<file path="src/rtl/rv32_stim_pkg.sv">
// Shared types and constants for the RV32I stimulus generator.
// build_word turns one LFSR state into an R-type, I-type or NOP instruction word.
package rv32_stim_pkg;

   localparam logic [6:0]  OP_REG    = 7'b0110011;
   localparam logic [6:0]  OP_IMM    = 7'b0010011;
   localparam logic [31:0] NOP       = 32'h00000013;
   localparam logic [11:0] MASK_SLLI = 12'h01F;
   localparam logic [11:0] MASK_SRXI = 12'h41F;

   typedef enum logic [1:0] {
      MODE_R   = 2'd0,
      MODE_I   = 2'd1,
      MODE_MIX = 2'd2,
      MODE_NOP = 2'd3
   } mode_e;

   typedef enum logic [1:0] {
      ST_WARMUP = 2'd0,
      ST_RUN    = 2'd1,
      ST_DONE   = 2'd2
   } state_e;

   function automatic logic [31:0] build_word(input mode_e      mode,
                                              input logic [31:0] s,
                                              input logic        force_rs1,
                                              input logic [4:0]  prev_rd);
      logic [4:0]  rd;
      logic [4:0]  rs1;
      logic [4:0]  rs2;
      logic [2:0]  f3;
      logic [11:0] imm;
      logic [6:0]  f7;
      logic        use_r;
      rd    = s[4:0];
      rs1   = force_rs1 ? prev_rd : s[9:5];
      rs2   = s[14:10];
      f3    = s[17:15];
      imm   = s[29:18];
      use_r = (mode == MODE_R) || ((mode == MODE_MIX) && s[31]);
      f7    = (s[30] && (f3 == 3'd0 || f3 == 3'd5)) ? 7'b0100000 : 7'b0000000;
      // shift-immediates keep only shamt, plus the arithmetic bit for SRAI
      if (f3 == 3'd1)
         imm = imm & MASK_SLLI;
      else if (f3 == 3'd5)
         imm = imm & MASK_SRXI;
      if (mode == MODE_NOP)
         build_word = NOP;
      else if (use_r)
         build_word = {f7, rs2, rs1, f3, rd, OP_REG};
      else
         build_word = {imm, rs1, f3, rd, OP_IMM};
   endfunction

endpackage

</file>
<file path="src/rtl/lfsr32_galois.sv">
// 32-bit Galois LFSR with seed load (zero seed replaced by 1) and step enable.
// o_next is the value the register takes at the coming edge.
module lfsr32_galois #(
   parameter logic [31:0] TAPS = 32'h80200003
) (
   input  logic        i_clk,
   input  logic        i_reset,
   input  logic        i_load,
   input  logic [31:0] i_seed,
   input  logic        i_step,
   output logic [31:0] o_next
);

   logic [31:0] r_state;
   logic [31:0] w_stepped;

   assign w_stepped = (r_state >> 1) ^ (r_state[0] ? TAPS : 32'h0);

   always_comb begin
      o_next = r_state;
      if (i_load)
         o_next = (i_seed == 32'h0) ? 32'h1 : i_seed;
      else if (i_step)
         o_next = w_stepped;
   end

   always_ff @(posedge i_clk) begin
      if (i_reset)
         r_state <= 32'h1;
      else
         r_state <= o_next;
   end

endmodule

</file>
<file path="src/rtl/rv32_instr_stim_gen.sv">
// Seedable RV32I instruction source: NOP warm-up, random ALU words, hazard
// injection and an instruction budget, all advancing only on a valid/ready fire.
module rv32_instr_stim_gen
   import rv32_stim_pkg::*;
#(
   parameter int unsigned WARMUP_NOPS   = 2,
   parameter int unsigned HAZARD_PERIOD = 4,
   parameter logic [31:0] LFSR_TAPS     = 32'h80200003
) (
   input  logic        i_clk,
   input  logic        i_reset,
   input  logic [1:0]  i_cfg_mode,
   input  logic [31:0] i_cfg_seed,
   input  logic        i_cfg_load_seed,
   input  logic        i_cfg_hazard_en,
   input  logic [31:0] i_cfg_max_instrs,
   input  logic        i_instr_ready,
   output logic        o_instr_valid,
   output logic [31:0] o_instr,
   output logic [31:0] o_instr_count,
   output logic        o_done
);

   // state     | meaning
   // ST_WARMUP | emit WARMUP_NOPS NOPs, then register the first random word
   // ST_RUN    | present registered random word, regenerate on each fire
   // ST_DONE   | budget exhausted, valid low until reset

   localparam int unsigned WARM_W = (WARMUP_NOPS > 0) ? $clog2(WARMUP_NOPS + 1) : 1;
   localparam int unsigned HZ_W   = (HAZARD_PERIOD > 1) ? $clog2(HAZARD_PERIOD) : 1;
   localparam logic [WARM_W-1:0] WARM_LAST = WARM_W'(WARMUP_NOPS - 1);
   localparam logic [HZ_W-1:0]   HZ_LAST   = HZ_W'(HAZARD_PERIOD - 1);

   state_e            r_state;
   logic              r_valid;
   logic [31:0]       r_instr;
   logic [31:0]       r_count;
   logic [WARM_W-1:0] r_warm;
   logic [HZ_W-1:0]   r_hz_cnt;
   logic [4:0]        r_prev_rd;

   state_e            w_state_nxt;
   logic              w_valid_nxt;
   logic [31:0]       w_instr_nxt;
   logic [31:0]       w_count_nxt;
   logic [WARM_W-1:0] w_warm_nxt;
   logic [HZ_W-1:0]   w_hz_nxt;
   logic [4:0]        w_prev_nxt;
   logic              w_gen;
   logic              w_fire;
   logic              w_step;
   logic              w_hz_hit;
   logic [31:0]       w_lfsr_nxt;
   logic [31:0]       w_word;

   assign w_fire   = r_valid & i_instr_ready;
   assign w_step   = (r_state == ST_RUN) & w_fire;
   assign w_hz_hit = i_cfg_hazard_en & (r_hz_cnt == HZ_LAST);
   // built from the post-load/post-step value so seed loads apply to the next word
   assign w_word   = build_word(mode_e'(i_cfg_mode), w_lfsr_nxt, w_hz_hit, r_prev_rd);

   lfsr32_galois #(.TAPS(LFSR_TAPS)) u_lfsr (
      .i_clk   (i_clk),
      .i_reset (i_reset),
      .i_load  (i_cfg_load_seed),
      .i_seed  (i_cfg_seed),
      .i_step  (w_step),
      .o_next  (w_lfsr_nxt)
   );

   always_ff @(posedge i_clk) begin
      if (i_reset) begin
         r_state   <= ST_WARMUP;
         r_valid   <= 1'b0;
         r_instr   <= NOP;
         r_count   <= 32'h0;
         r_warm    <= '0;
         r_hz_cnt  <= '0;
         r_prev_rd <= 5'd0;
      end else begin
         r_state   <= w_state_nxt;
         r_valid   <= w_valid_nxt;
         r_instr   <= w_instr_nxt;
         r_count   <= w_count_nxt;
         r_warm    <= w_warm_nxt;
         r_hz_cnt  <= w_hz_nxt;
         r_prev_rd <= w_prev_nxt;
      end
   end

   always_comb begin
      w_state_nxt = r_state;
      w_valid_nxt = r_valid;
      w_instr_nxt = r_instr;
      w_count_nxt = r_count;
      w_warm_nxt  = r_warm;
      w_hz_nxt    = r_hz_cnt;
      w_prev_nxt  = r_prev_rd;
      w_gen       = 1'b0;
      case (r_state)
         ST_WARMUP: begin
            w_valid_nxt = 1'b1;
            if (WARMUP_NOPS == 0) begin
               w_gen       = 1'b1;
               w_state_nxt = ST_RUN;
            end else if (w_fire) begin
               w_warm_nxt = r_warm + 1'b1;
               if (r_warm == WARM_LAST) begin
                  w_gen       = 1'b1;
                  w_state_nxt = ST_RUN;
               end
            end
         end
         ST_RUN: begin
            if (w_fire) begin
               w_count_nxt = r_count + 32'd1;
               if ((i_cfg_max_instrs != 32'h0) && (w_count_nxt == i_cfg_max_instrs)) begin
                  w_state_nxt = ST_DONE;
                  w_valid_nxt = 1'b0;
                  w_instr_nxt = NOP;
               end else begin
                  w_gen = 1'b1;
               end
            end
         end
         ST_DONE: begin
            w_valid_nxt = 1'b0;
            w_instr_nxt = NOP;
         end
         default: begin
            w_state_nxt = ST_WARMUP;
         end
      endcase
      if (w_gen) begin
         w_instr_nxt = w_word;
         w_hz_nxt    = (r_hz_cnt == HZ_LAST) ? '0 : r_hz_cnt + 1'b1;
         w_prev_nxt  = w_lfsr_nxt[4:0];
      end
   end

   assign o_instr_valid = r_valid;
   assign o_instr       = r_instr;
   assign o_instr_count = r_count;
   assign o_done        = (r_state == ST_DONE);

endmodule

</file>
<file path="config.mk">
export PLATFORM = sky130hd
export DESIGN_NAME = rv32_instr_stim_gen
export DESIGN_NICKNAME = d
export VERILOG_FILES = /design/src/rtl/rv32_stim_pkg.sv /design/src/rtl/lfsr32_galois.sv /design/src/rtl/rv32_instr_stim_gen.sv
export SDC_FILE = /design/constraint.sdc
export NUM_CORES = 1
export LEC_CHECK = 0
export CORE_AREA = 2 2 105 107
export CTS_CLUSTER_SIZE = 25
export DETAILED_ROUTE_END_ITERATION = 7
export DIE_AREA = 0 0 107 109
export DONT_BUFFER_PORTS = 1
export GPL_TIMING_DRIVEN = 0
export PLACE_DENSITY = 0.83
export SLEW_MARGIN = 5
export SYNTH_ARGS = -nofsm -noshare
export SYNTH_HDL_FRONTEND = slang
export SYNTH_SLANG_ARGS = --single-unit
</file>
<file path="constraint.sdc">
create_clock -name i_clk -period 2.8 [get_ports i_clk]
set_input_delay 0.28 -clock i_clk [delete_from_list [all_inputs] [get_ports i_clk]]
set_output_delay 0.28 -clock i_clk [all_outputs]
set_load 0.01 [all_outputs]
</file>
==> results.ini <==
[worst_hold_path]
hold_depth = 2
hp-class = input port to register
whs_endpoint = u_lfsr.r_state[10]
hold_start = i_cfg_seed[10]

[route]
drc = 0
routed_wl_um = 18800
vias_per_cell = 6.41
drt_iter0_drc = 597
num_vias = 5973
final_antenna_net_count = 0
drt-pass1-iter-count = 5
wire_per_inst_um = 20.1

[critical_path]
end_kind = register
crit_arrival_ns = 3.28
startpoint_type = register
critPathRequiredTime_ns = 3.08
timing.rr.start = o_instr_count[7]
worstSetupPathType = register to register
critPathMaxStageDelay_ns = 0.60
reg2reg_depth = 10
cp_slowest_cell = or4_4
path_cells = buf_8 > xnor2_4 > xnor2_1 > or4_1 > a221o_1 > or4_4 > nor2_4 > a21oi_4 > buf_4 > a32o_1
r2r_slack_ns = -0.20
crit-reg2reg-capture = o_instr[11]
crit_fanout = 7

[timing]
rsz0062_at_grt = yes
max_slew_margin = 0.473
finalHoldViolCount = 0
hold_ws_ns = 0.0400
finalSetupViolations = 36
fin_ws_ns = -0.202
slew_violations = 0
fin_crit_ns = 3.00
worst_pin_slew_ns = 0.784
timing.final.crit_share = 1.07
fin_skew_ns = 0.0145
tns_ns = -4.78
timing.fmax_mhz = 333

[global_route]
grt_pass1_vias = 5857
grt_max_degree = 20
antenna_found_initial = 0
grt_pass1_wl_um = 29300
grt_usage = 0.321
overflow = 0

[yosys]
synth_top_family_by_area = simple AND/OR/NAND/NOR gates
synthMuxAreaShare = 0.0372
synth_cells = 741
yosysSeqAreaShare = 0.345
synth_compound_area_frac = 0.172
async_flop_share = 0
synthSimpleGateAreaFrac = 0.260
ys_dominant_reg_cell = dfxtp_1
synth_area_um2 = 5920
synth_xor_area_frac = 0.115
synth_warnings = 0
synth_edf_count = 0
synthAdderAreaFrac = 0.0148
avgSynthCellArea_um2 = 7.99
ys_ff_latch = 102
synth_cell_types = 67

[placed_design]
dp_hpwl_um = 13400
dp_slack_ns = -0.584
gp_congestion = 0.955
port_buffers = 0

[run_status]
status = finished, violations left
violations = negative setup slack

[cells_and_area]
area_delta_synth_final_pct = 18.1
layout_commonest_cell = nand2_1
final_cell_mix = nand2_1 (89), nor2_1 (79), dfxtp_1 (78)
drive_gt1_frac = 0.187
n_antenna_cell = 0
layout.nets = 865

[clock_network]
tritoncts = built
cts_hold_buf = 0
cts-root-buf = clkbuf_8
numCtsBuffers = 9
cts_buffer_depth = 2
path_clk_slew_ns = 0.12
cts.sinks = 102
clk_latency_ns = 0.38
htreeDepth = 3

[floorplan]
boundaryPins = 137
die_area_um2 = 11700
die-height_um = 109
initial_utilization = 0.558
die_x_um = 107
core_um2 = 10600
num_rows = 38

[power_and_ir_drop]
peakVddDrop_mv = 0.326
total_leakage_power_nw = 2.58
p_per_area_nw_per_um2 = 465

[job]
maxCapViolations = 0

==> critical path, delay by kind of cell (launching register included) <==
family | cells | cell delay, ns
XOR/XNOR | 2 | 0.29
AND/OR/NAND/NOR | 3 | 1.20
flip-flops | 1 | 0.38
buffers and inverters | 2 | 0.29
AO/OA/AOI/OAI | 3 | 0.75
==> cell type report <==
cell class / instances / area, um^2
repair buffers: 33 / 280
multi-input cells: 573 / 3800
clock inverters: 7 / 113
clock buffers: 9 / 124
well taps: 140 / 175
flip-flops and latches: 102 / 2090
fillers: 881 / 3610
inverters: 13 / 48.8
plain buffers: 55 / 362
==> state kept, by name, summed over array words and instances, names as in the netlist <==
| register | flops |
|---|---|
| o_instr_count | 32 |
| u_lfsr.r_state | 32 |
| o_instr | 26 |
| r_prev_rd | 5 |
| r_hz_cnt | 2 |
| r_state | 2 |
| r_warm | 2 |
| o_instr_valid | 1 |
==> synthesized netlist by cell type (10+ instances only) <==
| master | number | area, um^2 |
|---|---|---|
| buf_2 | 10 | 50.1 |
| and3_1 | 11 | 68.8 |
| o21ai_0 | 25 | 125 |
| dfxtp_1 | 102 | 2040 |
| xor2_1 | 33 | 289 |
| a21oi_1 | 73 | 365 |
| nand3_1 | 24 | 120 |
| nor3_1 | 18 | 90.1 |
| nand2_1 | 91 | 342 |
| mux2i_1 | 13 | 130 |
| nand4_1 | 17 | 106 |
| a32o_1 | 20 | 200 |
| inv_1 | 13 | 48.8 |
| clkbuf_1 | 28 | 105 |
| xnor2_1 | 45 | 394 |
| nor4_1 | 23 | 144 |
| nor2_1 | 79 | 297 |
==> worst max path at each step <==
stage,cells past startpoint,to,start
2_1_floorplan,11,o_instr[15],o_instr_count[5]
3_3_place_gp,14,o_instr[20],r_state[1]
3_5_place_dp,14,o_instr[20],r_state[1]
4_1_cts,10,o_instr[22],o_instr_count[7]
5_1_grt,12,o_instr[13],o_instr_count[9]
6_report,10,o_instr[11],o_instr_count[7]
==> cell families (layout without fill, tap and decap cells) <==
logic type                 count (synthesis)  count (layout)
and+or+nand+nor                          308             308
AOI/OAI and AO/OA                        156             157
DFF                                      102             102
adders and majority gates                  7               7
buffers and inverters                     71             117
other                                      2               6
muxes                                     17              17
xor gates and xnor gates                  78              78
==> stage by stage <==
stage	cell area (um^2)	total power (W)	utilization	cells
3_3_place_gp	6240	0.00210	0.589	885
3_5_place_dp	6240	0.00213	0.589	885
4_1_cts	6940	0.00323	0.654	930
6_report	6990	0.00325	0.659	932
2_1_floorplan	6070	0.00199	-	745
5_1_grt	6990	0.00338	0.659	932
==> metal layers <==
| layer | up-vias | GRT usage | part of all wire |
|---|---|---|---|
| li1 | 2705 | - | - |
| met3 | 71 | 0.0843 | 0.096 |
| met5 | - | 0 | 0 |
| met2 | 350 | 0.554 | 0.48 |
| met4 | 0 | 0.140 | 0.037 |
| met1 | 2847 | 0.377 | 0.39 |
==> power by group <==
part / switching [W] / internal [W]
Combinational: 0.000367 / 0.000219
Clock: 0.000585 / 0.000526
Sequential: 0.0000533 / 0.00150
Total: 0.00101 / 0.00224
==> timing repair <==
action | 4_1_cts | 5_1_grt
buffers inserted | 28 | 2
pin swaps | 36 | 8
gates resized for setup | 67 | 12
gates cloned | 4 | 0
setup endpoints to repair | 66 | 51
(Power assumes the default switching activity.)
